--- config.mk ---
export PLATFORM = sky130hd
export DESIGN_NAME = warp_lsu
export DESIGN_NICKNAME = d
export VERILOG_FILES = /design/src/rtl/lsu_pkg.sv /design/src/rtl/lsu_lane_buffer.sv /design/src/rtl/warp_lsu.sv
export SDC_FILE = /design/constraint.sdc
export NUM_CORES = 1
export LEC_CHECK = 0
export CAP_MARGIN = 30
export CORE_MARGIN = 3
export CORE_UTILIZATION = 35
export DETAILED_ROUTE_END_ITERATION = 10
export MAX_ROUTING_LAYER = met4
export PLACE_DENSITY = 0.6
export SLEW_MARGIN = 5
export SYNTH_ARGS = -nofsm -noshare
export SYNTH_HDL_FRONTEND = slang
export SYNTH_HIERARCHICAL = 1
export SYNTH_SLANG_ARGS = --single-unit
--- constraint.sdc ---
create_clock -name clk -period 17.9 [get_ports clk]
set_input_delay 3.58 -clock clk [delete_from_list [all_inputs] [get_ports clk]]
set_output_delay 3.58 -clock clk [all_outputs]
set_load 0.05 [all_outputs]
--- src/rtl/lsu_pkg.sv ---
// Shared types and constants for the warp load/store unit.
package lsu_pkg;

  localparam int LANES      = 8;
  localparam int NUM_REGS   = 16;
  localparam int REG_ADDR_W = $clog2(NUM_REGS);

  // Registers at or above this index are read-only to the LSU.
  localparam logic [REG_ADDR_W-1:0] RO_REG_BASE = REG_ADDR_W'(13);

  typedef enum logic [2:0] {
    ST_IDLE = 3'd0,
    ST_REQ  = 3'd1,
    ST_WAIT = 3'd2,
    ST_WB   = 3'd3,
    ST_DONE = 3'd4
  } lsu_state_t;

  function automatic logic is_ro_reg(input logic [REG_ADDR_W-1:0] reg_idx);
    return (reg_idx >= RO_REG_BASE);
  endfunction

endpackage

--- src/rtl/lsu_lane_buffer.sv ---
// Per-lane load result buffer: indexed single-lane write, whole-buffer clear.
module lsu_lane_buffer #(
  parameter int DATA_WIDTH = 16,
  parameter int LANES      = 8,
  localparam int IDX_W     = $clog2(LANES)
) (
  input  logic                             clk,
  input  logic                             reset,
  input  logic                             clear,
  input  logic                             wr_en,
  input  logic [IDX_W-1:0]                 wr_idx,
  input  logic [DATA_WIDTH-1:0]            wr_data,
  output logic [LANES-1:0][DATA_WIDTH-1:0] rd_data
);

  logic [LANES-1:0][DATA_WIDTH-1:0] lane_buf_r;

  // Result storage; clear wins over a write in the same cycle.
  always_ff @(posedge clk or posedge reset) begin
    if (reset) begin
      lane_buf_r <= '0;
    end else if (clear) begin
      lane_buf_r <= '0;
    end else if (wr_en) begin
      lane_buf_r[wr_idx] <= wr_data;
    end
  end

  assign rd_data = lane_buf_r;

endmodule

--- src/rtl/warp_lsu.sv ---
// Per-warp load/store unit: serialises eight lanes onto one memory port and
// writes load results back in a single cycle. Optional: LSU_LANE_MASK_EN.
module warp_lsu
  import lsu_pkg::*;
#(
  parameter int DATA_WIDTH = 16,
  parameter int LANES      = lsu_pkg::LANES
) (
  input  logic                             clk,
  input  logic                             reset,
  input  logic                             start,
  input  logic                             is_store,
  input  logic [1:0]                       warp_num,
  input  logic [REG_ADDR_W-1:0]            dest_reg,
  input  logic [LANES-1:0][DATA_WIDTH-1:0] lane_addr,
  input  logic [LANES-1:0][DATA_WIDTH-1:0] lane_wdata,
  input  logic [LANES-1:0]                 lane_mask,
  output logic                             mem_req_valid,
  input  logic                             mem_req_ready,
  output logic                             mem_req_we,
  output logic [DATA_WIDTH-1:0]            mem_req_addr,
  output logic [DATA_WIDTH-1:0]            mem_req_wdata,
  input  logic                             mem_rsp_valid,
  input  logic [DATA_WIDTH-1:0]            mem_rsp_data,
  output logic                             reg_write_en,
  output logic [REG_ADDR_W-1:0]            reg_write_addr,
  output logic [LANES-1:0][DATA_WIDTH-1:0] reg_write_data,
  output logic [1:0]                       warp_num_write,
  output logic                             busy,
  output logic                             done,
  output logic                             ro_err
);

  localparam int CNT_W = $clog2(LANES);
  localparam logic [CNT_W-1:0] LAST_LANE = CNT_W'(LANES - 1);

  lsu_state_t state_r, state_n;
  logic [CNT_W-1:0] k_r, k_n, next_k_s;

  logic [LANES-1:0][DATA_WIDTH-1:0] addr_r, wdata_r;
  logic [LANES-1:0]      mask_r, start_mask_s;
  logic                  is_store_r;
  logic [REG_ADDR_W-1:0] dest_r;
  logic [1:0]            warp_r;
  logic                  latch_s, advance_s, ro_s;

  logic                  req_valid_r, req_valid_n, req_we_r, req_we_n;
  logic [DATA_WIDTH-1:0] req_addr_r, req_addr_n, req_wdata_r, req_wdata_n;
  logic                  wr_en_r, wr_en_n, ro_err_r, ro_err_n;
  logic                  done_r, done_n, busy_r, busy_n;

  logic                  buf_clear_s, buf_we_s;
  logic [DATA_WIDTH-1:0] buf_wdata_s;
  logic [LANES-1:0][DATA_WIDTH-1:0] buf_data_s;

`ifdef LSU_LANE_MASK_EN
  assign start_mask_s = lane_mask;
`else
  // Every lane active; the mask input has no effect in this build.
  assign start_mask_s = lane_mask | {LANES{1'b1}};
`endif

  assign next_k_s = k_r + CNT_W'(1);
  assign ro_s     = is_ro_reg(dest_r);

  // Next-state and next-output logic; request fields hold unless reloaded.
  always_comb begin
    state_n     = state_r;
    k_n         = k_r;
    latch_s     = 1'b0;
    advance_s   = 1'b0;
    req_valid_n = 1'b0;
    req_we_n    = 1'b0;
    req_addr_n  = req_addr_r;
    req_wdata_n = req_wdata_r;
    wr_en_n     = 1'b0;
    ro_err_n    = 1'b0;
    done_n      = 1'b0;
    buf_clear_s = 1'b0;
    buf_we_s    = 1'b0;
    buf_wdata_s = '0;

    case (state_r)
      ST_IDLE: begin
        if (start) begin
          latch_s     = 1'b1;
          buf_clear_s = 1'b1;
          k_n         = '0;
          state_n     = ST_REQ;
          req_valid_n = start_mask_s[0];
          req_we_n    = is_store & start_mask_s[0];
          req_addr_n  = lane_addr[0];
          req_wdata_n = lane_wdata[0];
        end else begin
          state_n = ST_IDLE;
        end
      end
      ST_REQ: begin
        if (req_valid_r && !mem_req_ready) begin
          req_valid_n = 1'b1;
          req_we_n    = req_we_r;
        end else if (req_valid_r && !is_store_r) begin
          state_n = ST_WAIT;
        end else begin
          // Store handshake, or an inactive lane that only zeroes its slot.
          advance_s   = 1'b1;
          buf_we_s    = ~req_valid_r;
          buf_wdata_s = '0;
        end
      end
      ST_WAIT: begin
        if (mem_rsp_valid) begin
          advance_s   = 1'b1;
          buf_we_s    = 1'b1;
          buf_wdata_s = mem_rsp_data;
        end else begin
          state_n = ST_WAIT;
        end
      end
      ST_WB: begin
        state_n = ST_DONE;
        done_n  = 1'b1;
      end
      ST_DONE: begin
        state_n = ST_IDLE;
      end
      default: begin
        state_n = ST_IDLE;
      end
    endcase

    if (advance_s) begin
      if (k_r == LAST_LANE) begin
        if (is_store_r) begin
          state_n = ST_DONE;
          done_n  = 1'b1;
        end else begin
          state_n  = ST_WB;
          wr_en_n  = ~ro_s;
          ro_err_n = ro_s;
        end
      end else begin
        k_n         = next_k_s;
        state_n     = ST_REQ;
        req_valid_n = mask_r[next_k_s];
        req_we_n    = is_store_r & mask_r[next_k_s];
        req_addr_n  = addr_r[next_k_s];
        req_wdata_n = wdata_r[next_k_s];
      end
    end else begin
      k_n = k_n;
    end

    busy_n = (state_n != ST_IDLE);
  end

  // State, lane counter, latched operands and registered outputs.
  always_ff @(posedge clk or posedge reset) begin
    if (reset) begin
      state_r     <= ST_IDLE;
      k_r         <= '0;
      addr_r      <= '0;
      wdata_r     <= '0;
      mask_r      <= '0;
      is_store_r  <= 1'b0;
      dest_r      <= '0;
      warp_r      <= 2'd0;
      req_valid_r <= 1'b0;
      req_we_r    <= 1'b0;
      req_addr_r  <= '0;
      req_wdata_r <= '0;
      wr_en_r     <= 1'b0;
      ro_err_r    <= 1'b0;
      done_r      <= 1'b0;
      busy_r      <= 1'b0;
    end else begin
      state_r     <= state_n;
      k_r         <= k_n;
      req_valid_r <= req_valid_n;
      req_we_r    <= req_we_n;
      req_addr_r  <= req_addr_n;
      req_wdata_r <= req_wdata_n;
      wr_en_r     <= wr_en_n;
      ro_err_r    <= ro_err_n;
      done_r      <= done_n;
      busy_r      <= busy_n;
      if (latch_s) begin
        addr_r     <= lane_addr;
        wdata_r    <= lane_wdata;
        mask_r     <= start_mask_s;
        is_store_r <= is_store;
        dest_r     <= dest_reg;
        warp_r     <= warp_num;
      end
    end
  end

  lsu_lane_buffer #(
    .DATA_WIDTH (DATA_WIDTH),
    .LANES      (LANES)
  ) u_lane_buffer (
    .clk     (clk),
    .reset   (reset),
    .clear   (buf_clear_s),
    .wr_en   (buf_we_s),
    .wr_idx  (k_r),
    .wr_data (buf_wdata_s),
    .rd_data (buf_data_s)
  );

  assign mem_req_valid  = req_valid_r;
  assign mem_req_we     = req_we_r;
  assign mem_req_addr   = req_addr_r;
  assign mem_req_wdata  = req_wdata_r;
  assign reg_write_en   = wr_en_r;
  assign reg_write_addr = dest_r;
  assign reg_write_data = buf_data_s;
  assign warp_num_write = warp_r;
  assign busy           = busy_r;
  assign done           = done_r;
  assign ro_err         = ro_err_r;

endmodule

# Word-level counts from Yosys, hierarchy flattened
# Cells that the tools add are included.
# classes
add_sub_neg	1
mul	0
div_mod_pow	0
n_lt_le_gt_ge	4
eq_ne	4
shifts	0
mux	61
n_bitwise	3
reduce_logical	8
# op_table
cell	n
128-bit two-way mux	2
16-bit two-way mux	13
128-bit bitwise mux	1
16-bit binary-select mux with 3-bit select	2
16-bit demux with 3-bit select	1
3-bit two-way mux	10
1-bit two-way mux	26
3-bit one-hot mux with 4 select lines	1
3-bit by 4-bit less-than comparator with 1-bit output (second input constant)	2
1-bit one-hot mux with 2 select lines	4
3-bit by 2-bit equality test with 1-bit output (second input constant)	2
4-bit greater-or-equal comparator (second input constant)	1
3-bit by 1-bit adder with 3-bit output (second input constant)	1
1-bit binary-select mux with 3-bit select	1
3-bit by 1-bit equality test with 1-bit output (second input constant)	1
3-bit equality test (second input constant)	1
3-bit by 1-bit greater-or-equal comparator with 1-bit output (second input constant)	1
1-bit logical AND	3
3-bit logical NOT	1
3-bit nonzero test	1
1-bit logical NOT	2
1-bit NOT	2
2-bit nonzero test	1
1-bit AND	1
# totals
register_bits	436
latchBits	0
ramBits	0
rom_bits	0
wordCells	119
n_memories	0

# Depth between registers and ports, before layout
# Gate-level depths: netlist (run 1).
# depth
word_depth	7
mapped_depth	9
ltp_nobuf	6

# Cells and area by module
# The synthesis (run 1) kept the hierarchy.
# by_module_without_submodules
module	n_inst	cells_per_inst	area_each_um2	seq_area_each_um2
warp_lsu	1	1410	13844.5	7707.4
lsu_lane_buffer	1	460	5716.7	3203.1

# Least setup slack after synthesis (run 1)
# No wires, ideal clock.
# synth_path
kind	input port to flip-flop
start	input port mem_rsp_valid
end	register u_lane_buffer.lane_buf_r, in the netlist u_lane_buffer/rd_data[0]
setup_time_ns	0.133
t_arrival_ns	5.410
required_time_ns	17.767
slack_ns	12.357
path_stages	9
n_path_buf	5
path_cell_list	and4bb_2 -> clkbuf_1 -> clkbuf_1 -> o21bai_1 -> buf_2 -> or4b_4 -> buf_6 -> buf_12 -> mux2i_1
# synth_between
elab_cells_between_ends	8
cone_classes	mux (7); reduce/logical (1)
# synth_rtl
element	line_no	text
start: declaration	warp_lsu.sv:23	input logic mem_rsp_valid,
1-bit two-way mux	warp_lsu.sv:112	if (mem_rsp_valid) begin
1-bit one-hot mux with 2 select lines	warp_lsu.sv:83	case (state_r)
net buf_we_s	warp_lsu.sv:52	logic buf_clear_s, buf_we_s;
2-bit nonzero test (no line)	-	
end signal: indexed assignment	lsu_lane_buffer.sv:25	lane_buf_r[wr_idx] <= wr_data;
end: declaration	lsu_lane_buffer.sv:16	logic [LANES-1:0][DATA_WIDTH-1:0] lane_buf_r;
# The timed path passes the listed nets, and every way through them passes these cells. The select of a mux whose other input is x is not followed.
# A chain may end at the register's enable or synchronous reset.

# Worst setup path after layout (run 1)
# layout_path
start	input port start
end	register req_wdata_r[11], in the netlist mem_req_wdata[11]
# layout_between
elab_chain_len	4
# layout_lines
element	line_no	text
start: declaration	warp_lsu.sv:11	input logic start,
16-bit two-way mux (*)	warp_lsu.sv:85	if (start) begin
16-bit two-way mux (*)	warp_lsu.sv:83	
16-bit two-way mux	warp_lsu.sv:133	if (k_r == LAST_LANE) begin
16-bit two-way mux (*)	warp_lsu.sv:132	if (advance_s) begin
net req_wdata_n[11]	warp_lsu.sv:48	logic [DATA_WIDTH-1:0] req_addr_r, req_addr_n, req_wdata_r, req_wdata_n;
end signal: assignment	warp_lsu.sv:182	req_wdata_r <= req_wdata_n;
end: declaration	warp_lsu.sv:48	
# Mark *: on every way through the listed nets, which the timed path passes. The rest lies on a longest branch.

==> results of run 1 <==
[Yosys cell counts, drive strengths merged]
cell type	instances
dfrtp	436
a211o	1
nand2	797
buf	97
nand2b	145
nand4b	3
mux4	64
nor4b	1
and3b	1
a31oi	1
nor2	36
o211ai	1
o21ai	3
a21bo	1
or3b	1
and2	16
a22oi	1
a221o	32
mux2	1
mux2i	160
or4b	2
a22o	1
and4bb	1
nand3b	1
ha	2
nand4bb	3
a21boi	1
and4b	1
nand4	2
nor3b	2
clkbuf	41
nand3	4
nor2b	3
inv	4
o21bai	3
a21oi	1
[per-layer routing]
metal  GRT usage  vias to the layer above  part of all wire  wire (um)
met5           -                        -                 0          0
met4     0.05923                        0             0.021       1218
met3     0.04339                       80             0.063       3720
met2      0.3321                      420              0.48      28470
met1      0.2650                     7233              0.43      25690
li1            -                     6869                 -          -
[state kept, by name (all words and copies together) (netlist names), 2 cells and up]
| register | flops |
|---|---|
| mem_req_addr | 16 |
| k_r | 3 |
| u_lane_buffer/rd_data | 128 |
| wdata_r | 128 |
| reg_write_addr | 4 |
| addr_r | 128 |
| state_r | 3 |
| mem_req_wdata | 16 |
| warp_num_write | 2 |
[cell type report]
cell class              instances  area [um2]
diodes                         15       37.54
clock buffers                  69        1484
clock inverters                14       202.7
fillers                      5132       28890
inverters                       4       37.54
multi-input cells            1292        7881
flip-flops and latches        436       10910
well taps                     748       935.9
repair buffers                478        4820
[layout by cell type, fill, tap and decap left out, types with 2 or more instances in the layout]
cell type,count
a221o_1,32
and2_1,16
buf_16,4
buf_4,18
bufinv_16,5
clkbuf_1,4
clkbuf_16,51
clkbuf_8,14
clkdlybuf4s50_1,455
clkinv_2,7
dfrtp_1,435
diode_2,15
ha_4,2
inv_6,2
mux2i_1,160
mux4_2,64
nand2_1,797
nand2b_1,145
nand3_1,4
nand4_1,2
nand4b_1,3
nand4bb_1,3
nor2_1,35
nor2b_1,3
nor3b_1,2
o21ai_0,3
o21bai_1,3
or4b_4,2
[path summary, 6_finish.rpt]
path	from	end	slack, ns	cells after the start
min in group asynchronous	reset	u_lane_buffer/rd_data[107]$_DFFE_PP0P_	3.37	2
max in group asynchronous	reset	addr_r[78]$_DFFE_PP0P_	12.20	4
min	addr_r[108]$_DFFE_PP0P_	addr_r[108]$_DFFE_PP0P_	0.47	2
min reg2reg	addr_r[108]$_DFFE_PP0P_	addr_r[108]$_DFFE_PP0P_	0.47	2
max	start	mem_req_wdata[11]$_DFF_PP0_	11.63	7
max reg2reg	state_r[1]$_DFF_PP0_	mem_req_wdata[11]$_DFF_PP0_	14.60	6
[worst register-to-register path: stages (launching register included)]
cell	delay, ns
dfrtp_1	0.42
or4b_4	0.82
clkinv_8	0.27
buf_16	0.47
nor2_4	0.48
buf_4	0.35
a221o_1	0.36
[report_power, final]
group | switching (uW) | internal [uW]
clock network | 408 | 644
registers | 187 | 1330
logic | 1050 | 783
total | 1640 | 2760
[cells by family (layout without fill, tap and decap cells)]
family	after synthesis	after routing	synth area share
and+or+nand+nor	1019	1019	0.2223
DFF	436	436	0.5578
muxes	225	225	0.1561
buffers and inverters	142	565	0.04081
AOI/OAI and AO/OA	46	46	0.02175
adders and majority gates	2	2	0.001279
other	0	15	0
[per-stage QoR]
stage | util | std cells | total power [uW]
2_1_floorplan | - | 1870 | 2867
3_3_place_gp | 0.4434 | 2954 | 3322
3_5_place_dp | 0.4434 | 2954 | 3366
4_1_cts | 0.4740 | 3037 | 4444
5_1_grt | 0.4766 | 3056 | 4695
6_report | 0.4766 | 3056 | 4395
==> metrics, run 1 <==
min cycle time layout=6.274 ns; worst hold slack=0.4683 ns; clock slew at reported path FFs=0.06 ns; dpl ws=10.89 ns; via/cell ratio=4.778; Max VDD drop=0.0001065 V; core region area=approximately 55000 um2; fin crit share=0.3505; pwr dens=167.1 nW/um2; Req. time, crit path=18.36 ns; initial antenna violation count=15; Arr. time, crit path=6.73 ns; Ys Warns=6; total gr overflow=0; Yosys cell types=43; GPL Wtd Cong=0.8038; critical path fanouts, max=slightly above 200; status=complete, no violations; most area-hungry cell type in the Yosys netlist=dfrtp_1; Seq/Total Area, Yosys=0.5578; CTS tree=yes; Rows=86; layout cells sized above 1=0.07850; post-route setup slack=11.63 ns; Final Max Slew Viols=0; max cap viols=0; clock root buffer=clkbuf_16; via count=14602; Net count, final=approximately 2600; Total Routed Length=59100 um; H-tree Lvls=2; first-pass GRT wire length=~90000 um; Hold Fails Final Rpt=0; slew at the pin with the worst max-slew slack=about 0.9 ns; Max Clock Freq=0.1594 GHz; fin area=26310 um2; wire length per cell=19.34 um; Yosys top cell area share=0.5578; Post-CTS Repair Setup Buffers=0; cts bufs inserted=a little under 50; die width=242.4 um; All-Layer GR Usage=0.2065; largest net degree at the start of global routing=between 200 and 300; synth top area cells=dfrtp_1 56%, nand2_1 15%, mux2i_1 8.2%, mux4_2 7.4%, nand2b_1 4.6%; DR pass1 iterations=6; Crit Path Class=input port to register; Mean Syn Cell Area=10.46 um2; Critical Path Max Stage Delay=0.73 ns; die area=58760 um2; DRC=0; RSZ-0062 raised after global routing=false; mapped cell area=19560 um2; maximum root-to-sink buffer count=3; post-synth net total=roughly 2200; Mapped Cells=~1900; IO Port Bufs=~460; number of global-route vias before repair=15337; endpoints failing setup=0; Leak=about 0.013 uW; hpwl dp=39400 um; initial cell density of the core=0.3544; slowest CP cell=or4b_4; Initial DRC Count=828; slew margin rel.=0.3858; Synth Register Bits=about 440; Gates resized, CTS repair=0; Hold Path Class=register to register; Area growth, synth to finish=34.50%; Die H=242.4 um; placed inst area=24480 um2; Setup TNS=0 ns; worst-skew pair later-pin latency=0.58 ns; post-route ant nets=0; CTS sink cnt=approximately 440; number of placed I/O pins=approximately 460; count of buffer and inverter cells on the critical path=4; crit-path cells=clkdlybuf4s50_1 > or4b_4 > clkinv_8 > buf_16 > nor2_4 > buf_4 > a221o_1; Hold Buf Count CTS=0; Clock Skew=0.01106 ns; kind of cell adding the most delay to the critical path=buffers and inverters; crit path capture type=register; crit start category=input port
(Power assumes the default switching activity.)
==> inputs of run 2 (changes only) <==
Clock period 17.9 ns to 6.4 ns, I/O delays scaled along.
==> metrics, run 2 (synthesis results as in run 1) <==
status=complete, no violations; fin crit share=0.6525; max cap viols=0; min cycle time layout=4.176 ns; core region area=between 50000 and 60000 um2; H-tree Lvls=2; All-Layer GR Usage=0.2033; Setup TNS=0 ns; clock slew at reported path FFs=about 0.060 ns; pwr dens=about 460 nW/um2; hpwl dp=39190 um; largest net degree at the start of global routing=234; GPL Wtd Cong=0.8162; slew margin rel.=0.3513; die area=around 60000 um2; crit start category=input port; Max VDD drop=between 0.0002 and 0.00025 V; Post-CTS Repair Setup Buffers=0; Gates resized, CTS repair=0; total chip power=11960 uW; placed inst area=24520 um2; Hold Path Class=register to register; layout cells sized above 1=0.07249; wire length per cell=19.14 um; die width=242.4 um; Initial DRC Count=910; RSZ-0062 raised after global routing=false; Leak=0.01260 uW; reg2reg setup slack=2.63 ns; post-route ant nets=0; worst-skew pair later-pin latency=0.57 ns; Rows=86; number of placed I/O pins=464; Hold Buf Count CTS=0; DRC=0; maximum root-to-sink buffer count=3; via/cell ratio=4.752; number of global-route vias before repair=roughly 15000; initial cell density of the core=0.3544; Die H=242.4 um; initial antenna violation count=18; CTS sink cnt=436; Total Routed Length=between 50000 and 60000 um; DR pass1 iterations=4; Final Max Slew Viols=0; cts bufs inserted=48; first-pass GRT wire length=90660 um; total gr overflow=0; Req. time, crit path=6.90 ns; Crit Path Class=input port to register; fin area=26060 um2; Hold Fails Final Rpt=0; Clock Skew=0.01344 ns; IO Port Bufs=455; via count=14522; most frequent cells in the layout=797 x nand2_1, 455 x clkdlybuf4s50_1, 435 x dfrtp_1, 160 x mux2i_1, 145 x nand2b_1; Area growth, synth to finish=33.21%; slew at the pin with the worst max-slew slack=just under 1 ns; Net count, final=2550; commonest non-fill, non-tap cell in the layout=nand2_1; crit path capture type=register; critical path fanouts, max=233; Max Clock Freq=around 0.24 GHz; endpoints failing setup=0; Arr. time, crit path=about 4.7 ns; clock root buffer=clkbuf_16; CTS tree=yes
run 2: critical path: stages:
cell             delay, ns
clkdlybuf4s50_1       0.41
or4b_4                0.73
clkinv_8              0.69
nor2_4                0.79
buf_4                 0.45
a221o_1               0.22
run 2: layout make-up:
class | instances | area (um2)
clock buffer | 76 | 1448
fill | 5174 | 29140
timing repair buffer | 474 | 4755
tap | 748 | 935.9
sequential | 436 | 10910
inverter | 4 | 33.78
antenna | 18 | 45.04
clock inverter | 8 | 47.55
multi-input combinational | 1292 | 7881
run 2: through the flow:
stage | setup slack [ns] | instances | utilization | hold slack, ns
floorplan | 1.021 | 1870 | - | 0.4403
global placement | 1.435 | 2953 | 0.4437 | 0.4535
detailed placement | 1.397 | 2954 | 0.4442 | 0.4570
CTS | 2.001 | 3038 | 0.4712 | 0.4718
global route | 1.838 | 3056 | 0.4721 | 0.4863
finish | 2.224 | 3056 | 0.4721 | 0.4686
run 2: final timing paths:
path                       cells after the start                                     to                    start
max                                            6            mem_req_wdata[12]$_DFF_PP0_                    start
min                                            2                addr_r[109]$_DFFE_PP0P_  addr_r[109]$_DFFE_PP0P_
max reg2reg                                    8            mem_req_wdata[12]$_DFF_PP0_         k_r[0]$_DFF_PP0_
min reg2reg                                    2                addr_r[109]$_DFFE_PP0P_  addr_r[109]$_DFFE_PP0P_
max in group asynchronous                      3                 addr_r[64]$_DFFE_PP0P_                    reset
min in group asynchronous                      2  u_lane_buffer/rd_data[74]$_DFFE_PP0P_                    reset
run 2: report_power, final:
| group | switching (uW) | total [uW] | internal [uW] |
|---|---|---|---|
| logic | 2900 | 5070 | 2170 |
| registers | 524 | 4240 | 3710 |
| clock network | 1110 | 2650 | 1540 |
| total | 4530 | 12000 | 7420 |
run 2: routing by layer:
metal,track usage,part of all wire,up-vias
li1,-,-,6864
met1,0.2605,0.43,7145
met2,0.3193,0.47,434
met3,0.05645,0.070,79
met4,0.05393,0.023,0
met5,-,0,-
==> inputs of run 3 (changes only) <==
Settings changed: PLACE_DENSITY 0.6 to 0.62.
Clock period 6.4 ns to 3.5 ns, I/O delays scaled along.
==> metrics, run 3 (synthesis results as in run 1) <==
via/cell ratio=4.814; die width=around 240 um; CP Depth=7; crit start category=register; die area=58760 um2; Leak=0.01287 uW; total chip power=approximately 23000 uW; met3 usage=0.03641; Req. time, crit path=3.96 ns; R2R cell count=7; min cycle time layout=between 2 and 3 ns; Arr. time, crit path=about 3.3 ns; Total Routed Length=58900 um; cell internal pwr=approximately 14000 uW; core region area=around 55000 um2; wire length per cell=19.15 um; Crit Path Class=register to register; slew at the pin with the worst max-slew slack=0.8949 ns; Final Max Slew Viols=0; Hold Path Class=register to register; GRT Max-Usage Layer=met2; Hold Fails Final Rpt=0; CTS sink cnt=436; combinational share of power=0.419; Max VDD drop=around 0.00045 V; post-route ant nets=0; sw frac=0.3713; area of the multi-input gates=approximately 7900 um2; via count=14809; endpoints failing setup=0; initial cell density of the core=0.3544; cts bufs inserted=49; Gates resized, CTS repair=0; worst-skew pair later-pin latency=0.58 ns; Hold Path Depth=2; total gr overflow=0; DR pass1 iterations=5; IO Port Bufs=455; Max Clock Freq=0.3560 GHz; critical path fanouts, max=17; max cap viols=0; pwr dens=853.5 nW/um2; net switching power=8429 uW; largest net degree at the start of global routing=roughly 170; DRC=0; kind of cell adding the most delay to the critical path=adder cells; crit-path cells=ha_4 > ha_4 > buf_4 > mux4_2 > mux2i_1 > nor2_1 > a221o_1; commonest non-fill, non-tap cell in the layout=nand2_1; clock root buffer=clkbuf_16; All-Layer GR Usage=0.2035; count of buffer and inverter cells on the critical path=1; maximum root-to-sink buffer count=3; dpl ws=0.4426 ns; GPL Wtd Cong=0.8354; status=complete, no violations; fillers=between 5000 and 6000; Initial DRC Count=just under 1000; Sequential cell area=10910 um2; clock slew at reported path FFs=0.06 ns; initial antenna violation count=12; number of placed I/O pins=464; Clk pwr share=0.239; slowest CP cell=mux4_2; most frequent cells in the layout=797 x nand2_1, 455 x clkdlybuf4s50_1, 435 x dfrtp_1, 160 x mux2i_1, 145 x nand2b_1; post-route setup slack=0.6912 ns; hpwl dp=40760 um; Area growth, synth to finish=35.98%; crit path capture type=register; Most common cell on crit path=ha_4; number of global-route vias before repair=15504; Post-CTS Repair Setup Buffers=0; fin crit share=0.8025; slew margin rel.=0.4034; Critical Path Max Stage Delay=0.55 ns; H-tree Lvls=2; Net count, final=2573; Setup TNS=0 ns; Rows=86; Die H=242.4 um; grt met1 use=0.2609; layout cells sized above 1=0.08679; RSZ-0062 raised after global routing=false; sequential fraction of design power=0.342; Clock Skew=0.01978 ns; Hold Buf Count CTS=0; CTS tree=yes; post-layout util=0.4819; first-pass GRT wire length=91360 um; grt met2 use=0.3317
run 3: cell types whose count changed in the layout (fill, tap and decap cells not counted):
cell and change:
clkinv_2 +1, clkbuf_8 +3, bufinv_16 +5, diode_2 -6
clkbuf_1 -9, clkbuf_16 +2, clkinvlp_4 +3, buf_12 +13
inv_4 -1, buf_4 +9
run 3: layer usage:
| metal | vias up | part of all wire | routed length, um |
|---|---|---|---|
| li1 | 6893 | - | - |
| met1 | 7397 | 0.43 | 25580 |
| met2 | 421 | 0.49 | 28760 |
| met3 | 98 | 0.054 | 3158 |
| met4 | 0 | 0.024 | 1400 |
| met5 | - | 0 | 0 |
run 3: power by group through the flow:
stage               logic, uW  registers [uW]  clock network (uW)
floorplan                6290            8380                   0
global placement         9380            7720                   0
detailed placement       9580            7820                   0
CTS                      9620            7750                5570
global route            10400            7970                5780
finish                   9520            7760                5420
run 3: layout make-up:
class                   count  share of cell area
diodes                     12            0.001129
clock buffers              72             0.05659
clock inverters            16            0.008185
inverters                   4            0.001317
multi-input cells        1292              0.2963
flip-flops and latches    436              0.4102
well taps                 748             0.03519
repair buffers            496              0.1911
run 3: worst paths after layout:
path | startpoint | slack, ns | end
worst max-delay path | k_r[1]$_DFF_PP0_ | 0.69 | mem_req_wdata[14]$_DFF_PP0_
worst min-delay path | addr_r[66]$_DFFE_PP0P_ | 0.47 | addr_r[66]$_DFFE_PP0P_
worst max register to register | k_r[1]$_DFF_PP0_ | 0.69 | mem_req_wdata[14]$_DFF_PP0_
worst min register to register | addr_r[66]$_DFFE_PP0P_ | 0.47 | addr_r[66]$_DFFE_PP0P_
max in group asynchronous | reset | 2.00 | reg_write_addr[1]$_DFFE_PP0P_
min in group asynchronous | reset | 0.70 | u_lane_buffer/rd_data[56]$_DFFE_PP0P_
run 3: tightest hold or removal path, stage by stage, from the launching register on:
cell and delay [ns]:
dfrtp_1 0.33, nand2_1 0.05, nand2_1 0.05
run 3: through the flow:
stage / cells / area (um2) / hold slack, ns
floorplan: 1870 / 19570 / 0.4403
global placement: 2975 / 24820 / 0.4538
detailed placement: 2975 / 24820 / 0.4580
CTS: 3063 / 26540 / 0.4727
global route: 3076 / 26600 / 0.4828
finish: 3076 / 26600 / 0.4663
